File: src/rtl/rr_mux.sv
// Round-robin CHANNELS:1 mux feeding one registered output beat.
// Define RR_MUX_LOCK_EN to add packet lock mode and the in_last port.
module rr_mux #(
  parameter int  WIDTH    = 32,
  parameter int  CHANNELS = 3,
  localparam int SELW     = (CHANNELS > 1) ? $clog2(CHANNELS) : 1
) (
  input  logic                      clk,
  input  logic                      reset_n,
  input  logic [CHANNELS-1:0]       in_valid,
  input  logic [CHANNELS*WIDTH-1:0] in_data,
`ifdef RR_MUX_LOCK_EN
  input  logic [CHANNELS-1:0]       in_last,
`endif
  output logic [CHANNELS-1:0]       in_ready,
  output logic                      out_valid,
  output logic [WIDTH-1:0]          out_data,
  output logic [SELW-1:0]           out_sel,
  input  logic                      out_ready
);

  localparam int              IW      = SELW + 1;
  localparam logic [SELW-1:0] LAST_CH = SELW'(CHANNELS - 1);

  logic                out_valid_q, out_valid_d;
  logic [WIDTH-1:0]    out_data_q,  out_data_d;
  logic [SELW-1:0]     out_sel_q,   out_sel_d;
  logic [SELW-1:0]     ptr_q,       ptr_d;
`ifdef RR_MUX_LOCK_EN
  logic                lock_q,      lock_d;
  logic [SELW-1:0]     lock_ch_q,   lock_ch_d;
`endif

  logic [CHANNELS-1:0] req;
  logic                any_req;
  logic                load_en;
  logic                accept;
  logic [SELW-1:0]     grant;
  logic [SELW-1:0]     grant_nxt;
  logic [WIDTH-1:0]    grant_data;
  logic [IW-1:0]       idx;
  logic                found;

  // While a packet is locked, only the locked channel is eligible.
  always_comb begin
    req = '0;
    for (int i = 0; i < CHANNELS; i++) begin
`ifdef RR_MUX_LOCK_EN
      req[i] = in_valid[i] && (!lock_q || (lock_ch_q == SELW'(i)));
`else
      req[i] = in_valid[i];
`endif
    end
  end

  // First eligible channel at or after ptr, wrapping modulo CHANNELS.
  always_comb begin
    grant = '0;
    found = 1'b0;
    idx   = '0;
    for (int k = 0; k < CHANNELS; k++) begin
      idx = IW'(ptr_q) + IW'(k);
      if (idx >= IW'(CHANNELS)) begin
        idx = idx - IW'(CHANNELS);
      end
      if (!found && req[idx[SELW-1:0]]) begin
        grant = idx[SELW-1:0];
        found = 1'b1;
      end
    end
  end

  always_comb begin
    any_req   = |req;
    load_en   = !out_valid_q || out_ready;
    accept    = reset_n && load_en && any_req;
    grant_nxt = (grant == LAST_CH) ? '0 : grant + SELW'(1);
    in_ready  = '0;
    for (int i = 0; i < CHANNELS; i++) begin
      in_ready[i] = accept && (grant == SELW'(i));
    end
  end

  // Data path is kept off the ready path: it only follows the grant.
  always_comb begin
    grant_data = '0;
    for (int i = 0; i < CHANNELS; i++) begin
      if (grant == SELW'(i)) begin
        grant_data = in_data[i*WIDTH +: WIDTH];
      end
    end
  end

  always_comb begin
    out_valid_d = out_valid_q;
    out_data_d  = out_data_q;
    out_sel_d   = out_sel_q;
    ptr_d       = ptr_q;
`ifdef RR_MUX_LOCK_EN
    lock_d      = lock_q;
    lock_ch_d   = lock_ch_q;
`endif
    if (accept) begin
      out_valid_d = 1'b1;
      out_data_d  = grant_data;
      out_sel_d   = grant;
`ifdef RR_MUX_LOCK_EN
      // Pointer moves only when a packet ends, so a packet never interleaves.
      if (in_last[grant]) begin
        lock_d = 1'b0;
        ptr_d  = grant_nxt;
      end else begin
        lock_d    = 1'b1;
        lock_ch_d = grant;
      end
`else
      ptr_d = grant_nxt;
`endif
    end else if (out_valid_q && out_ready) begin
      out_valid_d = 1'b0;
    end
  end

  always_ff @(posedge clk) begin
    if (!reset_n) begin
      out_valid_q <= 1'b0;
      out_data_q  <= '0;
      out_sel_q   <= '0;
      ptr_q       <= '0;
`ifdef RR_MUX_LOCK_EN
      lock_q      <= 1'b0;
      lock_ch_q   <= '0;
`endif
    end else begin
      out_valid_q <= out_valid_d;
      out_data_q  <= out_data_d;
      out_sel_q   <= out_sel_d;
      ptr_q       <= ptr_d;
`ifdef RR_MUX_LOCK_EN
      lock_q      <= lock_d;
      lock_ch_q   <= lock_ch_d;
`endif
    end
  end

  assign out_valid = out_valid_q;
  assign out_data  = out_data_q;
  assign out_sel   = out_sel_q;

endmodule

File: config.mk
export PLATFORM = sky130hd
export DESIGN_NAME = rr_mux
export DESIGN_NICKNAME = d
export VERILOG_FILES = /design/src/rtl/rr_mux.sv
export SDC_FILE = /design/constraint.sdc
export NUM_CORES = 1
export LEC_CHECK = 0
export ABC_AREA = 0
export CAP_MARGIN = 20
export CELL_PAD_IN_SITES_DETAIL_PLACEMENT = 1
export CELL_PAD_IN_SITES_GLOBAL_PLACEMENT = 1
export CORE_ASPECT_RATIO = 0.7
export CORE_MARGIN = 2
export CORE_UTILIZATION = 30
export CTS_CLUSTER_SIZE = 40
export DETAILED_ROUTE_END_ITERATION = 10
export HOLD_SLACK_MARGIN = 0.1
export MAX_ROUTING_LAYER = met4
export PLACE_DENSITY = 0.83
export SYNTH_ARGS = -nofsm -noshare
export SYNTH_HDL_FRONTEND = slang
export SYNTH_SLANG_ARGS = --single-unit
export TNS_END_PERCENT = 100
File: constraint.sdc
create_clock -name clk -period 4.8 [get_ports clk]
set_input_delay 0.96 -clock clk [delete_from_list [all_inputs] [get_ports clk]]
set_output_delay 0.96 -clock clk [all_outputs]
set_load 0.02 [all_outputs]
==> out/results.tsv, run 1 <==
stage	metric	value	unit
die	core_area	8480	sq um
setup_path	crit_path_start_kind	input port	
finish	utilization	49.7	%
setup_path	crit_type	input port to primary output	
setup_path	cp-end-kind	primary output	
detailed_routing	wl_per_cell	18.2	um
die	die_w	116	um
die	num_rows	28	
placement	gp_congestion	0.836	
cts	clk_pin_slew	0.05	ns
timing	finalSetupTns	0	ns
placement	dp_cells	531	
pwr	swShare	36.0	%
synthesis	synth-seq-cells	37	
grt	overflow	0	
grt	grt_max_degree	34	
cts	holdBufCountCts	0	
cts	cts_max_level	2	
die	die_area	9530	sq um
placement	io_buffers	139	
synthesis	synth_flop_cell	dfxtp_1	
synthesis	synth.distinct_cells	43	
cts	clockBufferDepth	2	
cts	insertion_delay	0.29	ns
pwr	combPwrFrac	45.7	%
detailed_routing	vias	2784	
timing	setup_viol	0	
finish	layout.nets	524	
placement	dp_slack	0.671	ns
detailed_routing	drtIter0Drc	91	
synthesis	async_flop_share	0	%
detailed_routing	via_per_inst	5.17	
synthesis	ys.warnings.count	0	
die	dieHeight	82.3	um
timing	worst_pin_slew	0.872	ns
timing	setup_ws	0.645	ns
cts	numCtsBuffers	5	
worst_hold_path	min_path_cells	2	
setup_path	reg2reg_from	ptr_q[0]$_SDFFE_PN0P_	
grt	grt_util_all_layers	21.5	%
synthesis	synth_nets	397	
pwr	max-vdd-ir-drop	0.143	mV
finish	finalNonFillerCells	538	
detailed_routing	drc_errors	0	
outcome	status	finished, final reports clean	
cts	cts-root-buf	clkbuf_16	
pwr	p_leak	1.56	nW
cts	cts_tree	yes	
timing	max_slew_margin	41.9	%
finish	diodes	0	
pwr	seq_power_share	29.6	%
setup_path	arrival	3.19	ns
detailed_routing	ant_nets	0	
setup_path	reg2regPathDepth	8	
pwr	switching_power	0.000485	W
cts	cts_setup_buffers	0	
pwr	p_int	0.000863	W
timing	final-hold-violation-count	0	
synthesis	syn_area	2630	sq um
timing	finClkSkew	0.00369	ns
grt	antenna_found_initial	0	
synthesis	avgSynthCellArea	9.02	sq um
grt	grt_first_pass_wirelength	15600	um
die	start_util	31.0	%
flow_run	maxCapViolCount	0	
timing	fin_crit_sh	86.6	%
worst_hold_path	hp-start	out_data[31]$_SDFFE_PN0P_	
setup_path	cp.required	3.84	ns
setup_path	reg2reg_to	out_data[26]$_SDFFE_PN0P_	
detailed_routing	dr.pass1.iters	4	
detailed_routing	wirelength	9780	um
finish	layout-drive-gt1-share	12.4	%
setup_path	worst-path-max-fanout	17	
pwr	pwr-share-clk	24.7	%
placement	place_hpwl	7530	um
worst_hold_path	hold_class	flop to flop	
worst_hold_path	hold_path_end	out_data[31]$_SDFFE_PN0P_	
setup_path	r2r_slack	2.04	ns
finish	fillers	990	
synthesis	yosysSeqAreaShare	28.2	%
timing	maxSlewViolCount	0	
timing	layout_min_cycle_time	4.15	ns
timing	rsz0062_at_grt	no	
die	io_pins	140	
pwr	power_density	320	nW/um^2
finish	area_delta_synth_final	60.5	%
grt	grt_pass1_vias	3072	
synthesis	syn_inst	291	
synthesis	synth_edf_count	0	
timing	max_freq	241	MHz
cts	cts_sinks	37	
cts	cts_resized	0	
## cells in the mapped netlist, types with 2 or more instances
cell type,n,share of area [%]
a2111oi_0,2,0.67
clkbuf_1,11,1.6
nand3_1,12,2.3
nand2_1,22,3.1
a2111oi_2,10,5.7
inv_1,36,5.1
and2_1,14,3.3
mux2i_1,22,8.4
o21ai_1,4,0.76
buf_2,6,1.1
nor2b_1,4,0.95
o221ai_2,19,11
buf_6,4,1.7
o211ai_1,12,3.4
dfxtp_1,37,28
ha_1,4,1.9
nand2b_1,3,0.72
a211oi_1,12,3.4
buf_4,5,1.4
a22o_1,12,4.0
nand4_1,12,2.9
nor2_1,7,1.0
## sequential cells by signal (all words and copies together), names as in the netlist
| name | flops |
|---|---|
| out_valid | 1 |
| out_data | 32 |
| out_sel | 2 |
| ptr_q | 2 |
## power groups by stage
stage	Clock (W)	Sequential [W]	Combinational, W
final	0.000333	0.000399	0.000616
after global routing	0.000346	0.000404	0.000659
after CTS	0.000341	0.000399	0.000621
after detailed placement	0	0.000404	0.000616
after global placement	0	0.000402	0.000598
after floorplan	0	0.000464	0.000296
## worst max-delay path by stage
stage | endpoint | depth (start not counted) | slack [ns] | from
finish | in_ready[2] | 6 | 0.65 | in_valid[2]
global route | in_ready[0] | 7 | 0.48 | ptr_q[0]$_SDFFE_PN0P_
CTS | in_ready[0] | 7 | 0.64 | ptr_q[0]$_SDFFE_PN0P_
detailed placement | in_ready[2] | 7 | 0.67 | in_valid[1]
global placement | in_ready[2] | 7 | 0.72 | in_valid[0]
floorplan | in_ready[2] | 6 | 1.75 | in_valid[1]
## critical path: stages
cell and delay [ns]:
clkdlybuf4s50_1 0.62, or3_1 0.17, and3_1 0.59, o21ai_2 0.16
inv_2 0.07, clkdlybuf4s50_1 0.62
## metrics by stage
stage	total power (W)	cell area, sq um	hold WS [ns]
floorplan	0.000760	2630	0.494
global placement	0.000999	4070	0.444
detailed placement	0.00102	4070	0.459
CTS	0.00136	4210	0.472
global route	0.00141	4210	0.496
finish	0.00135	4210	0.467
## routing by layer
metal | share of wire [%] | GRT usage, % | wire (um)
met4 | 1.2 | 4.64 | 114
met3 | 4.0 | 3.36 | 396
met1 | 45 | 26.0 | 4390
met5 | 0 | - | 0
met2 | 50 | 38.4 | 4880
## cell families after synthesis
kind of cell | Yosys count | synth area share, %
AOI/OAI and AO/OA | 84 | 33.8
and+or+nand+nor | 81 | 16.5
buffers and inverters | 63 | 11.2
DFF | 37 | 28.2
muxes | 22 | 8.39
adders and majority gates | 4 | 1.91
## layout make-up
| cell class | instances | area (sq um) | area share [%] |
|---|---|---|---|
| tap | 120 | 150 | 3.56 |
| multi-input combinational | 191 | 1600 | 37.9 |
| sequential | 37 | 741 | 17.6 |
| clock buffer | 7 | 143 | 3.39 |
| inverter | 37 | 139 | 3.30 |
| timing repair buffer | 146 | 1440 | 34.3 |
## cells in the final DEF (no fill, tap or decap), drive strengths merged, types with 3 or more instances in the layout
master,Yosys,layout
a22o,12,12
inv,37,37
and2,14,14
o221ai,20,20
clkbuf,11,7
nand3,12,12
a2111oi,12,12
ha,4,4
nand4,12,12
mux2i,22,22
nor2,7,7
a211oi,13,13
o211ai,12,12
clkdlybuf4s50,0,139
buf,15,7
dfxtp,37,37
nor2b,4,4
nand2b,3,3
o21ai,6,6
nand2,22,22
No activity file was read; power rests on OpenSTA's default activity.
==> inputs of run 2 (changes only) <==
--- a/config.mk
+++ b/config.mk
@@ -10,13 +10,13 @@
 export CELL_PAD_IN_SITES_DETAIL_PLACEMENT = 1
 export CELL_PAD_IN_SITES_GLOBAL_PLACEMENT = 1
 export CORE_ASPECT_RATIO = 0.7
-export CORE_MARGIN = 2
 export CORE_UTILIZATION = 30
 export CTS_CLUSTER_SIZE = 40
 export DETAILED_ROUTE_END_ITERATION = 10
 export HOLD_SLACK_MARGIN = 0.1
 export MAX_ROUTING_LAYER = met4
 export PLACE_DENSITY = 0.83
+export SKIP_LAST_GASP = 1
 export SYNTH_ARGS = -nofsm -noshare
 export SYNTH_HDL_FRONTEND = slang
 export SYNTH_SLANG_ARGS = --single-unit
==> out/results.tsv, run 2 (same netlist as run 1, synthesis figures left out) <==
stage	metric	value	unit	change
finish	finalNonFillerCells	539		was 538
cts	clk_pin_slew	0.06	ns	was 0.05 ns
placement	placed_area	4070	sq um	unchanged
detailed_routing	dr.pass1.iters	4		unchanged
finish	final_common_cell	clkdlybuf4s50_1		unchanged
grt	grt_util_all_layers	22.3	%	was 21.5%
placement	gp_congestion	0.859		was 0.836
pwr	p_leak	1.56	nW	about the same
worst_hold_path	hold_class	flop to flop		unchanged
detailed_routing	vias	2759		was 2,784
timing	final-hold-violation-count	0		unchanged
detailed_routing	drtIter0Drc	138		was 91
finish	largest_reg_flops	32		unchanged
finish	layout_common_cells	clkdlybuf4s50_1 (139), dfxtp_1 (37), inv_1 (36), nand2_1 (22), mux2i_1 (22)		unchanged
die	die_area	9130	sq um	was 9530 sq um
cts	holdBufCountCts	0		unchanged
cts	cts-root-buf	clkbuf_16		unchanged
finish	area_delta_synth_final	60.6	%	was 60.5%
setup_path	crit_buf_inv	2		was 3
finish	regArea	741	sq um	unchanged
setup_path	reg2reg_to	out_data[26]$_SDFFE_PN0P_		unchanged
setup_path	crit_path_start_kind	flop		was input port
grt	grt_max_degree	34		unchanged
pwr	max-vdd-ir-drop	0.143	mV	about the same
timing	finalSetupTns	0	ns	unchanged
setup_path	reg2regPathDepth	8		unchanged
worst_hold_path	hp-start	out_data[11]$_SDFFE_PN0P_		was out_data[31]$_SDFFE_PN0P_
setup_path	critPathMaxStageDelay	0.70	ns	was 0.62 ns
detailed_routing	wl_per_cell	18.0	um	was 18.2 um
die	die_w	114	um	was 116 um
finish	fillers	985		was 990
cts	cts_tree	yes		unchanged
setup_path	cp.required	3.84	ns	about the same
timing	max_freq	238	MHz	was 241 MHz
grt	grt_pass1_vias	2914		was 3,072
grt	grt_first_pass_wirelength	15200	um	was 15,600 um
setup_path	cp-end-kind	primary output		unchanged
grt	grt.busiest_layer	met2		unchanged
timing	worst_pin_slew	0.847	ns	was 0.872 ns
detailed_routing	drc_errors	0		unchanged
finish	utilization	49.7	%	about the same
placement	place_hpwl	7460	um	was 7530 um
die	num_rows	28		unchanged
setup_path	worst-path-max-fanout	14		was 17
setup_path	critPathTopFamily	compound AO/OA/AOI/OAI gates		was buffers and inverters
cts	insertion_delay	0.29	ns	about the same
pwr	power_density	320	nW/um^2	about the same
cts	clockBufferDepth	2		unchanged
setup_path	r2r_slack	2.00	ns	was 2.04 ns
die	io_pins	140		unchanged
timing	fin_crit_sh	87.4	%	was 86.6%
grt	met1_usage	26.2	%	was 26.0%
detailed_routing	via_per_inst	5.12		was 5.17
setup_path	cp_slowest_cell	clkdlybuf4s50_1		unchanged
setup_path	reg2reg_from	ptr_q[0]$_SDFFE_PN0P_		unchanged
finish	diodes	0		unchanged
cts	cts_resized	0		unchanged
die	dieHeight	80.3	um	was 82.3 um
placement	dp_cells	531		unchanged
finish	layout-drive-gt1-share	12.9	%	was 12.4%
cts	cts_sinks	37		unchanged
die	core_area	8480	sq um	unchanged
setup_path	crit_chain	inv_1, ha_1, nor2b_1, o21ai_2, a211oi_4, nor4_2, clkdlybuf4s50_1		was clkdlybuf4s50_1, or3_1, and3_1, o21ai_2, inv_2, clkdlybuf4s50_1
finish	layout.nets	524		unchanged
grt	grtUsageMet3	3.70	%	was 3.36%
outcome	status	finished, final reports clean		unchanged
worst_hold_path	hold_path_end	out_data[11]$_SDFFE_PN0P_		was out_data[31]$_SDFFE_PN0P_
timing	maxSlewViolCount	0		unchanged
flow_run	maxCapViolCount	0		unchanged
placement	io_buffers	139		unchanged
timing	layout_min_cycle_time	4.20	ns	was 4.15 ns
timing	rsz0062_at_grt	no		unchanged
grt	grt_use_met2	38.3	%	was 38.4%
timing	finClkSkew	0.00625	ns	was 0.00369 ns
setup_path	crit_type	flop to primary output		was input port to primary output
finish	multi_input_area	1600	sq um	unchanged
detailed_routing	ant_nets	0		unchanged
cts	numCtsBuffers	5		unchanged
timing	setup_viol	0		unchanged
grt	overflow	0		unchanged
worst_hold_path	min_path_cells	2		unchanged
cts	cts_max_level	2		unchanged
grt	antenna_found_initial	0		unchanged
setup_path	arrival	3.24	ns	was 3.19 ns
timing	whs	0.469	ns	was 0.467 ns
timing	max_slew_margin	43.6	%	was 41.9%
finish	final_area	4220	sq um	was 4210 sq um
detailed_routing	wirelength	9710	um	was 9780 um
die	start_util	31.0	%	unchanged
cts	cts_setup_buffers	0		unchanged
[run 2: cell types whose count changed in the layout (fill, tap and decap cells not counted)]
cell and change:
clkbuf_1 -1, clkbuf_8 -1, clkinv_2 +1, clkinvlp_4 +1, inv_6 +1
[run 2: stage by stage]
step | setup slack, ns | power [W]
3_3_place_gp | 0.714 | 0.000998
5_1_grt | 0.462 | 0.00141
4_1_cts | 0.611 | 0.00136
6_report | 0.604 | 0.00135
2_1_floorplan | 1.75 | 0.000760
3_5_place_dp | 0.674 | 0.00102
[run 2: where the power goes]
part	leakage (nW)	internal, W	total (W)	switching [W]
Clock	0.0702	0.000193	0.000334	0.000141
Sequential	0.307	0.000364	0.000398	0.0000342
Combinational	1.19	0.000294	0.000616	0.000322
[run 2: layout make-up]
| cell class | instances | area share [%] |
|---|---|---|
| clock inverters | 3 | 0.504 |
| repair buffers | 146 | 34.2 |
| clock buffers | 5 | 2.97 |
| multi-input cells | 191 | 37.9 |
| inverters | 37 | 3.29 |
| well taps | 120 | 3.56 |
| flip-flops and latches | 37 | 17.6 |
[run 2: routing by layer]
metal / wire length (um) / up-vias / share of wire, %
li1: - / 1331 / -
met1: 4280 / 1302 / 44
met2: 4690 / 100 / 48
met3: 444 / 26 / 4.6
met4: 294 / 0 / 3.0
met5: 0 / - / 0
[run 2: worst max path at each step]
| stage | slack, ns | from | to | cells past startpoint |
|---|---|---|---|---|
| 2_1_floorplan | 1.75 | in_valid[1] | in_ready[2] | 6 |
| 3_3_place_gp | 0.71 | in_valid[0] | in_ready[2] | 7 |
| 3_5_place_dp | 0.67 | in_valid[0] | in_ready[2] | 7 |
| 4_1_cts | 0.61 | ptr_q[0]$_SDFFE_PN0P_ | in_ready[0] | 7 |
| 5_1_grt | 0.46 | ptr_q[0]$_SDFFE_PN0P_ | in_ready[0] | 7 |
| 6_report | 0.60 | ptr_q[0]$_SDFFE_PN0P_ | in_ready[0] | 7 |
[run 2: worst min-delay path: cells and delay by family (launching register included)]
kind | cells | cell delay, ns
flip-flops | 1 | 0.32
AND/OR/NAND/NOR | 1 | 0.06
AO/OA/AOI/OAI | 1 | 0.05
==> inputs of run 3 (changes only) <==
--- a/config.mk
+++ b/config.mk
@@ -10,6 +10,7 @@
 export CELL_PAD_IN_SITES_DETAIL_PLACEMENT = 1
 export CELL_PAD_IN_SITES_GLOBAL_PLACEMENT = 1
 export CORE_ASPECT_RATIO = 0.7
+export CORE_MARGIN = 2
 export CORE_UTILIZATION = 30
 export CTS_CLUSTER_SIZE = 40
 export DETAILED_ROUTE_END_ITERATION = 10
==> results of run 3 <==
No change in the layout: final DEF, timing and power equal those of run 1.
